### config.mk
export PLATFORM = sky130hd
export DESIGN_NAME = road_row_sequencer
export DESIGN_NICKNAME = d
export VERILOG_FILES = /design/src/rtl/game_pkg.sv /design/src/rtl/level_prescaler.sv /design/src/rtl/road_row_sequencer.sv
export SDC_FILE = /design/constraint.sdc
export NUM_CORES = 1
export LEC_CHECK = 0
export BUFFER_PORTS_ARGS = -buffer_cell sky130_fd_sc_hd__buf_4
export CAP_MARGIN = 15
export CORE_MARGIN = 1
export CORE_UTILIZATION = 30
export CTS_CLUSTER_DIAMETER = 200
export DETAILED_ROUTE_END_ITERATION = 10
export SLEW_MARGIN = 20
export SYNTH_ARGS = -nofsm -noshare
export SYNTH_HDL_FRONTEND = slang
export SYNTH_SLANG_ARGS = --single-unit
### constraint.sdc
create_clock -name SC_STATEMACHINE_GENERAL_CLOCK_50 -period 2.5 [get_ports SC_STATEMACHINE_GENERAL_CLOCK_50]
set_clock_uncertainty 0.1 [all_clocks]
set_input_delay 0.25 -clock SC_STATEMACHINE_GENERAL_CLOCK_50 [delete_from_list [all_inputs] [get_ports SC_STATEMACHINE_GENERAL_CLOCK_50]]
set_output_delay 0.25 -clock SC_STATEMACHINE_GENERAL_CLOCK_50 [all_outputs]
set_load 0.02 [all_outputs]
### src/rtl/game_pkg.sv
// Shared encodings for the car game: sequencer states, row-source mux codes and
// default per-level move dividers for a 50 MHz clock.
package game_pkg;

  localparam logic [2:0] ST_IDLE   = 3'd0;
  localparam logic [2:0] ST_COUNT  = 3'd1;
  localparam logic [2:0] ST_LOAD   = 3'd2;
  localparam logic [2:0] ST_SETTLE = 3'd3;
  localparam logic [2:0] ST_DONE   = 3'd4;

  localparam logic [1:0] MUX_HOLD = 2'b00;
  localparam logic [1:0] MUX_PREV = 2'b01;
  localparam logic [1:0] MUX_NEW  = 2'b10;

  localparam int LVL1_DIV_DEFAULT = 25_000_000;
  localparam int LVL2_DIV_DEFAULT = 12_500_000;
  localparam int LVL3_DIV_DEFAULT = 6_250_000;

endpackage

### src/rtl/level_prescaler.sv
// Level-dependent down-counter: load picks the divider for the current level,
// expire flags the last counting cycle of a move period.
module level_prescaler
  import game_pkg::*;
#(
  parameter int DIV_WIDTH = 26,
  parameter int LVL1_DIV  = LVL1_DIV_DEFAULT,
  parameter int LVL2_DIV  = LVL2_DIV_DEFAULT,
  parameter int LVL3_DIV  = LVL3_DIV_DEFAULT
) (
  input  logic       clk,
  input  logic       rst,
  input  logic [1:0] level,
  input  logic       load,
  input  logic       enable,
  input  logic       clear,
  output logic       expire
);

  logic [DIV_WIDTH-1:0] count_reg;
  logic [DIV_WIDTH-1:0] reload;

  // Level 0 is treated as level 1.
  always_comb begin
    case (level)
      2'd2:    reload = DIV_WIDTH'(LVL2_DIV - 1);
      2'd3:    reload = DIV_WIDTH'(LVL3_DIV - 1);
      default: reload = DIV_WIDTH'(LVL1_DIV - 1);
    endcase
  end

  always_ff @(posedge clk or posedge rst) begin
    if (rst) begin
      count_reg <= '0;
    end else if (clear) begin
      count_reg <= '0;
    end else if (load) begin
      count_reg <= reload;
    end else if (enable && (count_reg != '0)) begin
      count_reg <= count_reg - 1'b1;
    end
  end

  assign expire = enable && (count_reg == '0);

endmodule

### src/rtl/road_row_sequencer.sv
// Road-row sweep scheduler: after each prescaler expiry, strobes the row
// registers top-down so the road scrolls one row and row 0 takes a new pattern.
module road_row_sequencer
  import game_pkg::*;
#(
  parameter int ROWS      = 8,
  parameter int DIV_WIDTH = 26,
  parameter int LVL1_DIV  = LVL1_DIV_DEFAULT,
  parameter int LVL2_DIV  = LVL2_DIV_DEFAULT,
  parameter int LVL3_DIV  = LVL3_DIV_DEFAULT
) (
  input  logic            SC_STATEMACHINE_GENERAL_CLOCK_50,
  input  logic            SC_STATEMACHINE_GENERAL_RESET_InHigh,
  input  logic            enable_InHigh,
  input  logic [1:0]      level_InBUS,
  input  logic            clear_InLow,
  output logic            tick_OutHigh,
  output logic            busy_OutHigh,
  output logic            done_OutHigh,
  output logic [ROWS-1:0] regLoad_OutLowBUS,
  output logic [1:0]      muxSel_OutBUS,
  output logic [3:0]      rowIndex_OutBUS,
  output logic [7:0]      sweepCount_OutBUS
);

  localparam logic [3:0] ROW_TOP = 4'(ROWS - 1);

  logic [2:0] state_reg, state_next;
  logic [3:0] row_reg, row_next;
  logic [7:0] sweeps_reg, sweeps_next;
  logic       expire;
  logic       in_count;
  logic       in_load;
  logic       pre_load;
  logic       pre_clear;

  assign in_count  = (state_reg == ST_COUNT);
  assign in_load   = (state_reg == ST_LOAD);
  // Level is captured only when a counting period starts.
  assign pre_load  = enable_InHigh && ((state_reg == ST_IDLE) || (state_reg == ST_DONE));
  assign pre_clear = in_count && !enable_InHigh;

  level_prescaler #(
    .DIV_WIDTH (DIV_WIDTH),
    .LVL1_DIV  (LVL1_DIV),
    .LVL2_DIV  (LVL2_DIV),
    .LVL3_DIV  (LVL3_DIV)
  ) u_prescaler (
    .clk    (SC_STATEMACHINE_GENERAL_CLOCK_50),
    .rst    (SC_STATEMACHINE_GENERAL_RESET_InHigh),
    .level  (level_InBUS),
    .load   (pre_load),
    .enable (in_count),
    .clear  (pre_clear),
    .expire (expire)
  );

  always_ff @(posedge SC_STATEMACHINE_GENERAL_CLOCK_50 or posedge SC_STATEMACHINE_GENERAL_RESET_InHigh) begin
    if (SC_STATEMACHINE_GENERAL_RESET_InHigh) begin
      state_reg  <= ST_IDLE;
      row_reg    <= '0;
      sweeps_reg <= '0;
    end else begin
      state_reg  <= state_next;
      row_reg    <= row_next;
      sweeps_reg <= sweeps_next;
    end
  end

  // Expiry wins over a simultaneous enable drop; once LOAD starts the sweep always completes.
  always_comb begin
    state_next  = state_reg;
    row_next    = row_reg;
    sweeps_next = sweeps_reg;
    case (state_reg)
      ST_IDLE: begin
        if (enable_InHigh) state_next = ST_COUNT;
      end
      ST_COUNT: begin
        if (expire) begin
          state_next = ST_LOAD;
          row_next   = ROW_TOP;
        end else if (!enable_InHigh) begin
          state_next = ST_IDLE;
        end
      end
      ST_LOAD: begin
        if (row_reg == 4'd0) state_next = ST_SETTLE;
        else                 row_next   = row_reg - 4'd1;
      end
      ST_SETTLE: state_next = ST_DONE;
      ST_DONE: begin
        state_next = enable_InHigh ? ST_COUNT : ST_IDLE;
        if (sweeps_reg != 8'hFF) sweeps_next = sweeps_reg + 8'd1;
      end
      default: state_next = ST_IDLE;
    endcase
    if (!clear_InLow) sweeps_next = '0;
  end

  always_comb begin
    tick_OutHigh      = expire;
    busy_OutHigh      = (state_reg == ST_LOAD) || (state_reg == ST_SETTLE) || (state_reg == ST_DONE);
    done_OutHigh      = (state_reg == ST_DONE);
    sweepCount_OutBUS = sweeps_reg;
    muxSel_OutBUS     = MUX_HOLD;
    rowIndex_OutBUS   = 4'd0;
    if (in_load) begin
      rowIndex_OutBUS = row_reg;
      muxSel_OutBUS   = (row_reg == 4'd0) ? MUX_NEW : MUX_PREV;
    end
  end

  // Strobes decode from state so an async reset releases them without a clock edge.
  generate
    for (genvar gi = 0; gi < ROWS; gi++) begin : g_strobe
      assign regLoad_OutLowBUS[gi] = !(in_load && (row_reg == 4'(gi)));
    end
  endgenerate

endmodule

======== Yosys cells after proc, flatten, opt, wreduce, memory -nomap -nowiden ========
Index checks and enable logic that the tools add are counted.
operators by class
  $add $sub $neg .......................... 3
  eq/ne operators ......................... 21
  muxes and demuxes ....................... 19
  reduce and logical (&&, ||, !) cells .... 33
operators by type and width
  kind                                                                   count
  26-bit 2-to-1 mux                                                      3
  25-bit case mux with 2 select lines                                    1
  26-bit zero test                                                       1
  26-bit nonzero test                                                    1
  26-bit by 1-bit subtractor with 26-bit output, second input constant   1
  8-bit 2-to-1 mux                                                       3
  4-bit by 3-bit equality test with 1-bit output, second input constant  4
  3-bit case mux with 5 select lines                                     1
  1-bit logical AND                                                      12
  3-bit 2-to-1 mux                                                       4
  4-bit 2-to-1 mux                                                       3
  1-bit zero test                                                        9
  8-bit by 1-bit adder with 8-bit output, second input constant          1
  4-bit by 2-bit equality test with 1-bit output, second input constant  2
  8-bit != test, second input constant                                   1
  4-bit case mux with 2 select lines                                     1
  3-bit by 2-bit equality test with 1-bit output, second input constant  2
  2-bit by 1-bit != test with 1-bit output, second input constant        3
  2-bit != test, second input constant                                   3
  3-bit AND reduction                                                    2
  2-bit equality test, second input constant                             2
  4-bit by 1-bit equality test with 1-bit output, second input constant  1
  4-bit zero test                                                        1
  2-bit 2-to-1 mux                                                       2
  10 further kinds                                                       12
storage, ports and cells
  word-level logic and storage cells ...... 80
  register bits ........................... 41
  input bits .............................. 6
  output and inout port bits .............. 25

======== Depth between registers and ports, before layout ========
Gate-level depths: netlist of run 1.
  word-level depth ........................ 5
  depth in mapped cells ................... 9
  gate-level depth less buffers ........... 9

======== Cells and area by module ========
From an unflattened synthesis of run 1, not the netlist that was laid out.
unflattened totals
  cells, all modules ...................... 296
  area total of the unflattened synthesis .. 2682.6 sq um
modules (own cells, without submodules)
  module              sequential area each (sq um)  times used  area each (sq um)  cells an instance
  level_prescaler     650.6                         1           1636.6             189
  road_row_sequencer  375.4                         1           1046.0             107

======== Worst setup path before layout of run 1 ========
OpenSTA, ideal clock, no wires.
  kind .................................... reg-to-reg
  start point ............................. register u_prescaler.count_reg[0]
  end point ............................... register row_reg[1]
  slack ................................... 0.264 ns
  clock period less this slack ............ 2.236 ns
  cell stages (with the launch flop) ...... 10
  data arrival time ....................... 2.009 ns
  path buffers ............................ 0
  cell sequence ........................... dfrtp_1 -> inv_1 -> ha_1 -> nor4b_1 -> nand3_1 -> nor2_2 -> nand2_1 -> inv_2 -> nor2_1 -> mux2_1
on the way
  word-level cells in the longest chain between the ends .. 4
RTL lines
  what                                  RTL line                  RTL
  start: declaration                    level_prescaler.sv:20     logic [DIV_WIDTH-1:0] count_reg;
  start signal: assignment              level_prescaler.sv:38     count_reg <= reload;
  start signal: assignment              level_prescaler.sv:40     count_reg <= count_reg - 1'b1;
  26-bit zero test                      level_prescaler.sv:44     assign expire = enable && (count_reg == '0);
  1-bit logical AND                     level_prescaler.sv:44
  named net tick_OutHigh                road_row_sequencer.sv:17  output logic tick_OutHigh,
  2-bit != test (no source line)        n/a
  3-bit AND reduction (no source line)  n/a
  end signal: assignment                road_row_sequencer.sv:65  row_reg <= row_next;
  end: declaration                      road_row_sequencer.sv:29  logic [3:0] row_reg, row_next;
The timed path passes the listed nets, and every way through them passes these cells.
A chain may end at the register's enable or synchronous reset.

======== Worst setup path in the final report of run 1 ========
  start point ............................. register state_reg[1]
  end point ............................... output port muxSel_OutBUS[1]
on the way
  word-level cells in the longest chain between the ends .. 2
RTL lines
  what                                            RTL line                   RTL
  start: declaration                              road_row_sequencer.sv:28   logic [2:0] state_reg, state_next;
  start signal: assignment                        road_row_sequencer.sv:64   state_reg <= state_next;
  3-bit by 2-bit equality test with 1-bit output  road_row_sequencer.sv:38   assign in_load = (state_reg == ST_LOAD);
  2-bit 2-to-1 mux                                road_row_sequencer.sv:108  if (in_load) begin
  end: declaration                                road_row_sequencer.sv:21   output logic [1:0] muxSel_OutBUS,
No other way between the ends.

==> summary.md, run 1 <==
| Metric | Value |
|---|---|
| Largest net degree at the start of global routing | `42` |
| Syn nets | `294` |
| Nets | `333` |
| Maximum clock rate | `426.2 MHz` |
| CTS tree | `built` |
| DIE AREA | `9196 sq um` |
| P_leak | `1.392 nW` |
| Most common cell after layout, fill and taps aside | `buf_4` |
| Multi-input logic area | `1543 sq um` |
| Worst setup SP type | `register` |
| Initial Utilization | `0.3156` |
| Final worst setup slack | `0.1536 ns` |
| Drt initial violations | `141` |
| Worst-path clk slew | `0.08 ns` |
| Clk root buf | `clkbuf_8` |
| Routed WL | `6588 microns` |
| Post-synth EDFFs | `0` |
| Leading cell types in the layout, fill and taps excluded | `buf_4, dfrtp_1, nand2_1` |
| Core area | `8382 sq um` |
| Fin. max-slew vios | `0` |
| Global Route met3 Usage | `0.02607` |
| Cell Chain, Critical Path | `or3b_2 -> nor3_1 -> nand2_1 -> inv_1 -> buf_4` |
| Final worst-path cycle share | `0.9385` |
| Worst path required time | `2.15 ns` |
| Post-Syn Area | `2645 sq um` |
| HPWL after detailed placement | `4742 microns` |
| CP Class | `reg -> out` |
| CP endpoint kind | `output port` |
| Largest register FFs | `26` |
| Top cell type by total area after synthesis | `dfrtp_1` |
| Hold_buf cts | `0` |
| Total CTS buffers | `5` |
| Detailed Routing Iterations Pass 1 | `4` |
| Final min period | `2.346 ns` |
| Row cnt | `33` |
| Met2 usage | `0.2470` |
| GRT Overall Usage | `0.1563` |
| Final Hold Viols | `41` |
| Port Buffers | `30` |
| Status | `finished with violations` |
| CP bufs+invs | `2` |
| Worst-Skew Late Latency | `0.30 ns` |
| Synthesized flop and latch total | `41` |
| Ys Warns | `0` |
| Violations in the final reports | `hold timing` |
| Setup-failing EPs final | `0` |
| Max cap viols | `0` |
| CP max stage delay | `0.54 ns` |
| Horiz. Die Dim | `95.90 microns` |
| Total global routing overflow | `0` |
| Yosys cell types | `68` |
| Post-synth ARST share | `1.000` |
| Cell Pwr Density | `608.4 nW/um^2` |
| Vias in the first global route | `2207` |
| Worst min path class | `in -> async` |
| VDD IR-drop max | `206.6 uV` |
| Antenna violations before repair | `0` |
| Flop2flop setup slack | `0.22 ns` |
| CTS Buffer Depth | `2` |
| H-tree lvl count | `2` |
| Synth top area cells | `dfrtp_1, nand2_1, ha_1` |
| Synth Flop Type | `dfrtp_1` |
| WL/cell | `15.50 microns` |
| Worst R2R Start | `u_prescaler.count_reg[0]$_DFFE_PP0P_` |
| Fill count | `851` |
| Rel. slew slack | `0.5773` |
| Num ports | `31` |
| Synthesized area per cell | `9.447 sq um` |
| Critical Path Fanout Max | `8` |
| Arrival @ worst endpoint | `2.00 ns` |
| Layout cells sized above 1 | `0.2375` |
| GR Util met1 | `0.2119` |
| Mapped Cells | `280` |
| Most used routing layer | `met2` |
| Worst path top cell family by delay | `simple AND/OR/NAND/NOR gates` |
| Worst reg2reg path depth | `7` |
| Worst path slowest cell | `or3b_2` |
| Post-synthesis sequential area ratio | `0.3879` |
| Area Growth Syn to Fin | `20.53%` |
| Vias per cell | `5.405` |
| Placed instance count | `416` |
| Post-synth top area share | `0.3879` |
| Final RePlAce weighted congestion | `0.8219` |
| CTS Sinks | `41` |
| N_diodes | `0` |
| Die Y | `95.90 microns` |
| Hold WS | `-0.01761 ns` |
| Pre-CTS WS | `0.1356 ns` |
| Global-route wire length before repair | `11050 microns` |
| Slew @ Worst Pin | `0.6253 ns` |
| Detail Route Antenna Nets | `0` |
| RR Endpoint | `u_prescaler.count_reg[22]$_DFFE_PP0P_` |
| Final Instance Count excl. Fillers | `425` |
| Via Count | `2297` |
| Register Area | `1026 sq um` |
| DRC viols | `0` |
cell usage after synthesis, drive strengths merged, types with 7 or more instances:
| master | number |
|---|---|
| dfrtp | 41 |
| inv | 11 |
| xor2 | 9 |
| nand2 | 32 |
| or4 | 7 |
| nor3 | 8 |
| buf | 7 |
| nor4 | 9 |
| o21ai | 10 |
| ha | 8 |
| and2 | 9 |
| nor2 | 23 |
what timing repair did:
action,4_1_cts,5_1_grt
setup endpoints to repair,1,16
gates cloned,0,0
gates resized for setup,0,4
pin swaps,1,1
setup buffers,1,0
per-layer routing:
metal | wire (microns) | vias to the layer above
met4 | 79 | 0
li1 | - | 1121
met2 | 3161 | 49
met3 | 258 | 7
met1 | 3089 | 1120
met5 | 0 | -
metrics by stage:
| stage | total power, mW | TNS (ns) | instance area [sq um] | util |
|---|---|---|---|---|
| 2_1_floorplan | 1.231 | 0 | 2645 | - |
| 3_3_place_gp | 1.362 | 0 | 3042 | 0.3629 |
| 3_5_place_dp | 1.369 | 0 | 3042 | 0.3629 |
| 4_1_cts | 1.940 | 0 | 3166 | 0.3777 |
| 5_1_grt | 2.048 | -0.003815 | 3188 | 0.3804 |
| 6_report | 1.940 | 0 | 3188 | 0.3804 |
power breakdown:
group / internal [mW] / total, mW / switching, mW
logic: 0.215 / 0.453 / 0.238
registers: 0.755 / 0.921 / 0.166
clock network: 0.326 / 0.566 / 0.240
total: 1.30 / 1.94 / 0.644
tightest hold or removal path, stage by stage:
cell	delay, ns
buf_4	0.11
inv_1	0.04
buf_4	0.44
area by class of cell:
type	count	area share
Sequential cell	41	0.3218
Timing Repair Buffer	44	0.1036
Clock inverter	1	0.009419
Clock buffer	7	0.02708
Tap cell	105	0.04121
Multi-Input combinational cell	216	0.4839
Inverter	11	0.01295
worst max-delay path by stage:
stage,to,cells past startpoint,from,slack (ns)
floorplan,row_reg[1]$_DFFE_PP0P_,9,u_prescaler.count_reg[0]$_DFFE_PP0P_,0.26
global placement,u_prescaler.count_reg[9]$_DFFE_PP0P_,8,u_prescaler.count_reg[0]$_DFFE_PP0P_,0.18
detailed placement,u_prescaler.count_reg[9]$_DFFE_PP0P_,8,u_prescaler.count_reg[0]$_DFFE_PP0P_,0.14
CTS,tick_OutHigh,8,u_prescaler.count_reg[0]$_DFFE_PP0P_,0.005
global route,tick_OutHigh,8,u_prescaler.count_reg[0]$_DFFE_PP0P_,-0.004
finish,muxSel_OutBUS[1],5,state_reg[1]$_DFFE_PP0P_,0.15
kinds of logic (layout without fill, tap and decap cells):
kind of cell | count (synthesis) | in the layout | synth area share
DFF | 41 | 41 | 0.3879
xor gates and xnor gates | 14 | 14 | 0.04636
buffers and inverters | 23 | 63 | 0.03737
and+or+nand+nor | 124 | 124 | 0.2815
AOI/OAI and AO/OA | 64 | 64 | 0.1859
muxes | 6 | 6 | 0.02318
adders and majority gates | 8 | 8 | 0.03784
Power figures use the tool's default switching activity.
==> run 2: changes to the inputs <==
CORE_MARGIN = 3   (was 1)
clock period = 2.75 ns   (was 2.5 ns; I/O delays follow)
==> run 2 against run 1 <==
Net effect: the flow now finishes without violations; clock power down 34%; setup slack gained 0.049 ns; design area shrank 3.1%; register-to-register slack better by 0.18 ns; sequential share of layout area increased by 1.0 points; combinational power decreased by 9.1%; global-route usage shrank 2.1 points; via count shrank 2.8%; sequential power decreased by 9.9%; hold slack better by 0.025 ns; final cell count fell by 2.1%; largest power group unchanged; non-clock buffer count fell by 7.
==> summary.md, run 2 (synthesized netlist as in run 1, its figures left out) <==
| Metric | Value |
|---|---|
| Worst reg2reg path depth | `7 (unchanged)` |
| Cell Pwr Density | `523.3 nW/um^2 (-14%)` |
| Max cap viols | `0 (unchanged)` |
| Initial Utilization | `0.3156 (unchanged)` |
| Area Growth Syn to Fin | `16.75%` |
| Clk root buf | `clkbuf_8` |
| CTS Sinks | `41 (unchanged)` |
| Layout cells sized above 1 | `0.2186 (-0.01885)` |
| P_leak | `1.340 nW (-3.7%)` |
| Worst R2R Start | `u_prescaler.count_reg[16]$_DFFE_PP0P_` |
| Worst min path class | `in -> async` |
| Row cnt | `33 (unchanged)` |
| Total global routing overflow | `0 (unchanged)` |
| DP Area | `2997 sq um (-1.5%)` |
| Drt initial violations | `99 (-30%)` |
| N_diodes | `0 (unchanged)` |
| Num ports | `31 (unchanged)` |
| Critical Path Fanout Max | `10 (+2)` |
| VDD IR-drop max | `186.4 uV (-9.8%)` |
| Final RePlAce weighted congestion | `0.8655 (+5.3%)` |
| Global-route wire length before repair | `10920 microns (-1.1%)` |
| CP Class | `reg -> out` |
| CTS Buffer Depth | `2 (unchanged)` |
| Final Instance Count excl. Fillers | `416 (-2.1%)` |
| Nets | `326 (-2.1%)` |
| Largest register FFs | `26 (unchanged)` |
| Clock network power share | `0.231 (-0.061)` |
| Core area | `8382 sq um (unchanged)` |
| HPWL after detailed placement | `4728 microns (-0.30%)` |
| Setup-failing EPs final | `0 (unchanged)` |
| Seq pwr share | `0.514 (+0.039)` |
| Maximum clock rate | `392.6 MHz` |
| Placed instance count | `410 (-1.4%)` |
| Rel. slew slack | `0.5585 (-0.01878)` |
| Worst-Skew Late Latency | `0.29 ns (about the same)` |
| Met2 routed wirelength | `3024 microns (-4.3%)` |
| Worst-path clk slew | `0.08 ns (about the same)` |
| Hold_buf cts | `0 (unchanged)` |
| RSZ-0062 raised after global routing | `false` |
| Antenna violations before repair | `0 (unchanged)` |
| Leading cell types in the layout, fill and taps excluded | `dfrtp_1, buf_4, nand2_1` |
| Final Hold Viols | `0 (-100%)` |
| H-tree lvl count | `2 (unchanged)` |
| Final min period | `2.547 ns` |
| Vias in the first global route | `2181 (-1.2%)` |
| Worst path required time | `2.38 ns (+0.23 ns)` |
| Horiz. Die Dim | `99.90 microns (+4.2%)` |
| Met3 WL post-DR | `327 microns (+27%)` |
| Detail Route Antenna Nets | `0 (unchanged)` |
| Via Count | `2233 (-2.8%)` |
| Top layer used by detailed routing | `met4` |
| Detailed Routing Iterations Pass 1 | `4 (unchanged)` |
| Routed WL | `6424 microns (-2.5%)` |
| Total CTS buffers | `5 (unchanged)` |
| Psw | `0.5720 mW (-11%)` |
| Arrival @ worst endpoint | `2.17 ns (+0.17 ns)` |
| Fin. max-slew vios | `0 (unchanged)` |
| Met1 wire length | `2993 microns (-3.1%)` |
| CP endpoint kind | `output port` |
| GRT Overall Usage | `0.1352 (-0.02107)` |
| Status | `finished clean` |
| Port Buffers | `30 (unchanged)` |
| DIE AREA | `9979 sq um (+8.5%)` |
| Vias per cell | `5.368 (-0.68%)` |
| Design Area, Final | `3088 sq um (-3.1%)` |
| CTS tree | `built` |
| Slew @ Worst Pin | `0.6609 ns (+0.03555 ns)` |
| Worst setup SP type | `register` |
| Setup TNS | `0 ns (unchanged)` |
| Sw Share | `0.3540 (+0.02179)` |
| Largest net degree at the start of global routing | `42 (unchanged)` |
| Int Pwr | `1.044 mW (-19%)` |
| Hold WS | `0.007526 ns (+0.02514 ns)` |
| WL/cell | `15.44 microns (-0.38%)` |
| Fill count | `839 (-1.4%)` |
| Logic pwr share | `0.255 (+0.021)` |
| DRC viols | `0 (unchanged)` |
| Most common cell after layout, fill and taps aside | `dfrtp_1` |
| Flop2flop setup slack | `0.40 ns (+0.18 ns)` |
| Die Y | `99.90 microns (+4.2%)` |
| Final worst-path cycle share | `0.9262` |
| RR Endpoint | `row_reg[1]$_DFFE_PP0P_` |
run 2: changes by cell type in the layout (fill, tap and decap cells not counted):
cell	before	now
nor4_1	4	3
clkinv_2	0	1
nor2b_2	1	0
nor4b_2	0	1
buf_4	44	37
nor4_2	3	4
nor2b_1	2	3
clkbuf_1	1	0
clkbuf_8	6	5
nor4b_4	1	0
bufinv_16	1	0
run 2: critical path: stages, from the launching register on:
cell      delay, ns
dfrtp_1        0.47
nor4_2         0.43
nand4b_2       0.36
nor2_2         0.25
nand2_1        0.12
inv_2          0.11
buf_4          0.14
run 2: worst max path at each step:
stage | endpoint | startpoint | slack [ns]
floorplan | row_reg[1]$_DFFE_PP0P_ | u_prescaler.count_reg[0]$_DFFE_PP0P_ | 0.51
global placement | row_reg[1]$_DFFE_PP0P_ | u_prescaler.count_reg[0]$_DFFE_PP0P_ | 0.42
detailed placement | u_prescaler.count_reg[9]$_DFFE_PP0P_ | u_prescaler.count_reg[0]$_DFFE_PP0P_ | 0.35
CTS | tick_OutHigh | u_prescaler.count_reg[0]$_DFFE_PP0P_ | 0.09
global route | tick_OutHigh | u_prescaler.count_reg[16]$_DFFE_PP0P_ | 0.02
finish | tick_OutHigh | u_prescaler.count_reg[16]$_DFFE_PP0P_ | 0.20
run 2: through the flow:
| step | setup slack, ns | power [mW] | util |
|---|---|---|---|
| floorplan | 0.5136 | 1.119 | - |
| finish | 0.2030 | 1.616 | 0.3684 |
| global placement | 0.4233 | 1.236 | 0.3575 |
| CTS | 0.08972 | 1.622 | 0.3663 |
| global route | 0.02063 | 1.724 | 0.3684 |
| detailed placement | 0.3492 | 1.239 | 0.3575 |
run 2: cell type report:
| type | count | area, sq um | share of cell area |
|---|---|---|---|
| Sequential cell | 41 | 1026 | 0.3323 |
| Multi-Input combinational cell | 216 | 1538 | 0.4980 |
| Clock inverter | 1 | 5.005 | 0.001621 |
| Timing Repair Buffer | 37 | 277.8 | 0.08995 |
| Tap cell | 105 | 131.4 | 0.04254 |
| Inverter | 11 | 41.29 | 0.01337 |
| Clock buffer | 5 | 68.82 | 0.02229 |
run 2: what timing repair did:
action                                  CTS  global route
setup buffers                             0             0
endpoints found under the setup margin    0             1
gates resized for setup                   0             3
run 2: metal layers:
layer  track usage  up-vias
li1              -     1091
met1        0.1899     1085
met2        0.2145       49
met3       0.02432        8
met4       0.03571        0
met5             0        -
run 2: power by group through the flow:
stage / clock network (mW) / registers [mW] / logic, mW
2_1_floorplan: 0 / 0.789 / 0.330
3_3_place_gp: 0 / 0.830 / 0.406
3_5_place_dp: 0 / 0.835 / 0.404
4_1_cts: 0.390 / 0.823 / 0.409
5_1_grt: 0.413 / 0.850 / 0.462
6_report: 0.374 / 0.830 / 0.412
==> run 3: changes to the inputs <==
CORE_ASPECT_RATIO = 0.75   (was unset)
==> run 3 against run 2 <==
Net effect: critical path type unchanged; final cell count is 0.24% lower; via count is 3.3% higher; sequential share of layout area is 0.50 points lower; critical endpoint unchanged; die area is 0.12% higher; non-clock buffer count is 2 lower.
==> summary.md, run 3 (synthesized netlist as in run 1, its figures left out) <==
| Metric | Value |
|---|---|
| Cell Pwr Density | `580.6 nW/um^2 (+11%)` |
| CP endpoint kind | `output port` |
| DRC viols | `0 (unchanged)` |
| Worst path slowest cell | `nor4_1` |
| Met1 wire length | `3366 microns (+12%)` |
| Logic pwr share | `0.224 (-0.031)` |
| Via Count | `2306 (+3.3%)` |
| Final min period | `2.606 ns (+0.05941 ns)` |
| Worst setup SP type | `register` |
| Clk root buf | `clkbuf_16` |
| Slew @ Worst Pin | `0.8950 ns (+0.2341 ns)` |
| Maximum clock rate | `383.7 MHz (-2.3%)` |
| RSZ-0062 raised after global routing | `false` |
| Detailed Routing Iterations Pass 1 | `5 (+1)` |
| CTS tree | `built` |
| Horiz. Die Dim | `114.4 microns (+15%)` |
| Clock network power share | `0.315 (+0.084)` |
| WL/cell | `16.33 microns (+5.7%)` |
| CTS Sinks | `41 (unchanged)` |
| Nets | `324 (-0.61%)` |
| CP max stage delay | `0.50 ns (+0.03 ns)` |
| Largest net degree at the start of global routing | `25 (-40%)` |
| CP Class | `reg -> out` |
| Worst-Skew Late Latency | `0.28 ns (about the same)` |
| GRT Overall Usage | `0.1374 (+0.002159)` |
| Cell Chain, Critical Path | `nor4_1 -> nand4b_2 -> nor2_2 -> nand2_1 -> inv_2 -> buf_4` |
| Total global routing overflow | `0 (unchanged)` |
| Largest register FFs | `26 (unchanged)` |
| Status | `finished clean` |
| Row cnt | `28 (-15%)` |
| Global-route wire length before repair | `11010 microns (+0.76%)` |
| Core area | `8233 sq um (-1.8%)` |
| Final RePlAce weighted congestion | `0.8541 (-1.3%)` |
| Fin. max-slew vios | `0 (unchanged)` |
| Register Area | `1026 sq um (unchanged)` |
| Int Pwr | `1.224 mW (+17%)` |
| Setup TNS | `0 ns (unchanged)` |
| Num ports | `31 (unchanged)` |
| Worst reg2reg path depth | `5 (-2)` |
| Rel. slew slack | `0.4027 (-0.1558)` |
| Total CTS buffers | `5 (unchanged)` |
| HPWL after detailed placement | `4939 microns (+4.5%)` |
| Sw Share | `0.3275 (-0.02646)` |
| Hold WS | `0.09350 ns (+0.08597 ns)` |
| Post-CTS Setup Bufs | `0 (unchanged)` |
| Fill count | `828 (-1.3%)` |
| Final worst-path cycle share | `0.9478 (+0.02161)` |
| Vias per cell | `5.557 (+3.5%)` |
| Top layer used by detailed routing | `met4` |
| Port Buffers | `30 (unchanged)` |
| Die Y | `87.32 microns (-13%)` |
| Worst min path class | `in -> async` |
| Critical Path Fanout Max | `10 (unchanged)` |
| Vias in the first global route | `2070 (-5.1%)` |
| RR Endpoint | `u_prescaler.count_reg[9]$_DFFE_PP0P_` |
| Area Growth Syn to Fin | `18.54%` |
| Initial Utilization | `0.3213 (+0.005707)` |
| Multi-input logic area | `1531 sq um (-0.41%)` |
| Worst path required time | `2.38 ns (about the same)` |
| Antenna violations before repair | `0 (unchanged)` |
| Seq pwr share | `0.461 (-0.053)` |
| Psw | `0.5963 mW (+4.2%)` |
| Layout cells sized above 1 | `0.2097 (-0.008972)` |
| Flop2flop setup slack | `0.22 ns (-0.18 ns)` |
| Routed WL | `6775 microns (+5.5%)` |
| Arrival @ worst endpoint | `2.23 ns (+0.06 ns)` |
| VDD IR-drop max | `234.2 uV (+26%)` |
| CTS Buffer Depth | `2 (unchanged)` |
| Met2 routed wirelength | `2881 microns (-4.7%)` |
| Leading cell types in the layout, fill and taps excluded | `dfrtp_1, buf_4, nand2_1` |
| DIE AREA | `9991 sq um (+0.12%)` |
| P_leak | `1.360 nW (+1.5%)` |
| Max cap viols | `0 (unchanged)` |
| Drt initial violations | `162 (+64%)` |
| Detail Route Antenna Nets | `0 (unchanged)` |
| Worst-path clk slew | `0.06 ns (-0.02 ns)` |
| H-tree lvl count | `2 (unchanged)` |
| Met3 WL post-DR | `383 microns (+17%)` |
| N_diodes | `0 (unchanged)` |
| Setup-failing EPs final | `0 (unchanged)` |
| Worst R2R Start | `u_prescaler.count_reg[20]$_DFFE_PP0P_` |
| Most common cell after layout, fill and taps aside | `dfrtp_1` |
| Final Hold Viols | `0 (unchanged)` |
-- run 3: cell count changes in the layout (fill, tap and decap cells not counted) --
cell and delta:
nor4_1 +1, clkinv_2 -1, clkbuf_8 -4, clkbuf_1 +1, buf_4 -2, clkbuf_16 +5, nor4_2 -1
-- run 3: power by group through the flow --
| stage | registers [mW] | logic [mW] | clock network (mW) |
|---|---|---|---|
| floorplan | 0.789 | 0.330 | 0 |
| global placement | 0.839 | 0.389 | 0 |
| detailed placement | 0.838 | 0.398 | 0 |
| CTS | 0.831 | 0.398 | 0.589 |
| global route | 0.853 | 0.447 | 0.613 |
| finish | 0.839 | 0.409 | 0.573 |
-- run 3: layout make-up --
class / count / area share
multi-input combinational: 216 / 0.4884
sequential: 41 / 0.3272
timing repair buffer: 35 / 0.08380
clock buffer: 7 / 0.04549
tap: 105 / 0.04190
inverter: 11 / 0.01317
-- run 3: critical path: cells and delay by family (launching register included) --
| family | cells | cell delay, ns |
|---|---|---|
| buffers and inverters | 2 | 0.25 |
| DFF | 1 | 0.42 |
| and+or+nand+nor | 4 | 1.29 |
-- run 3: worst max-delay path by stage --
stage / start / cells after the start / slack [ns] / endpoint
floorplan: u_prescaler.count_reg[0]$_DFFE_PP0P_ / 9 / 0.51 / row_reg[1]$_DFFE_PP0P_
global placement: u_prescaler.count_reg[0]$_DFFE_PP0P_ / 7 / 0.39 / u_prescaler.count_reg[9]$_DFFE_PP0P_
detailed placement: u_prescaler.count_reg[0]$_DFFE_PP0P_ / 7 / 0.24 / u_prescaler.count_reg[9]$_DFFE_PP0P_
CTS: u_prescaler.count_reg[0]$_DFFE_PP0P_ / 8 / 0.08 / tick_OutHigh
global route: u_prescaler.count_reg[20]$_DFFE_PP0P_ / 6 / 0.003 / tick_OutHigh
finish: u_prescaler.count_reg[20]$_DFFE_PP0P_ / 6 / 0.14 / tick_OutHigh
-- run 3: stage by stage --
| stage | total power, mW | setup WS, ns | util | instances | area, sq um |
|---|---|---|---|---|---|
| floorplan | 1.119 | 0.5136 | - | 280 | 2645 |
| global placement | 1.227 | 0.3946 | 0.3622 | 408 | 2982 |
| detailed placement | 1.236 | 0.2444 | 0.3622 | 408 | 2982 |
| CTS | 1.818 | 0.07948 | 0.3795 | 415 | 3124 |
| global route | 1.913 | 0.003230 | 0.3809 | 415 | 3136 |
| finish | 1.821 | 0.1436 | 0.3809 | 415 | 3136 |
-- run 3: routing by layer --
metal,up-vias,global-route usage
met1,1115,0.2125
met3,11,0.03056
met2,77,0.1812
met4,0,0.05286
met5,-,0
li1,1103,-
-- run 3: timing repair --
action | 4_1_cts | 5_1_grt
gates resized for setup | 0 | 2
hold buffers | 0 | 0
setup endpoints to repair | 0 | 9
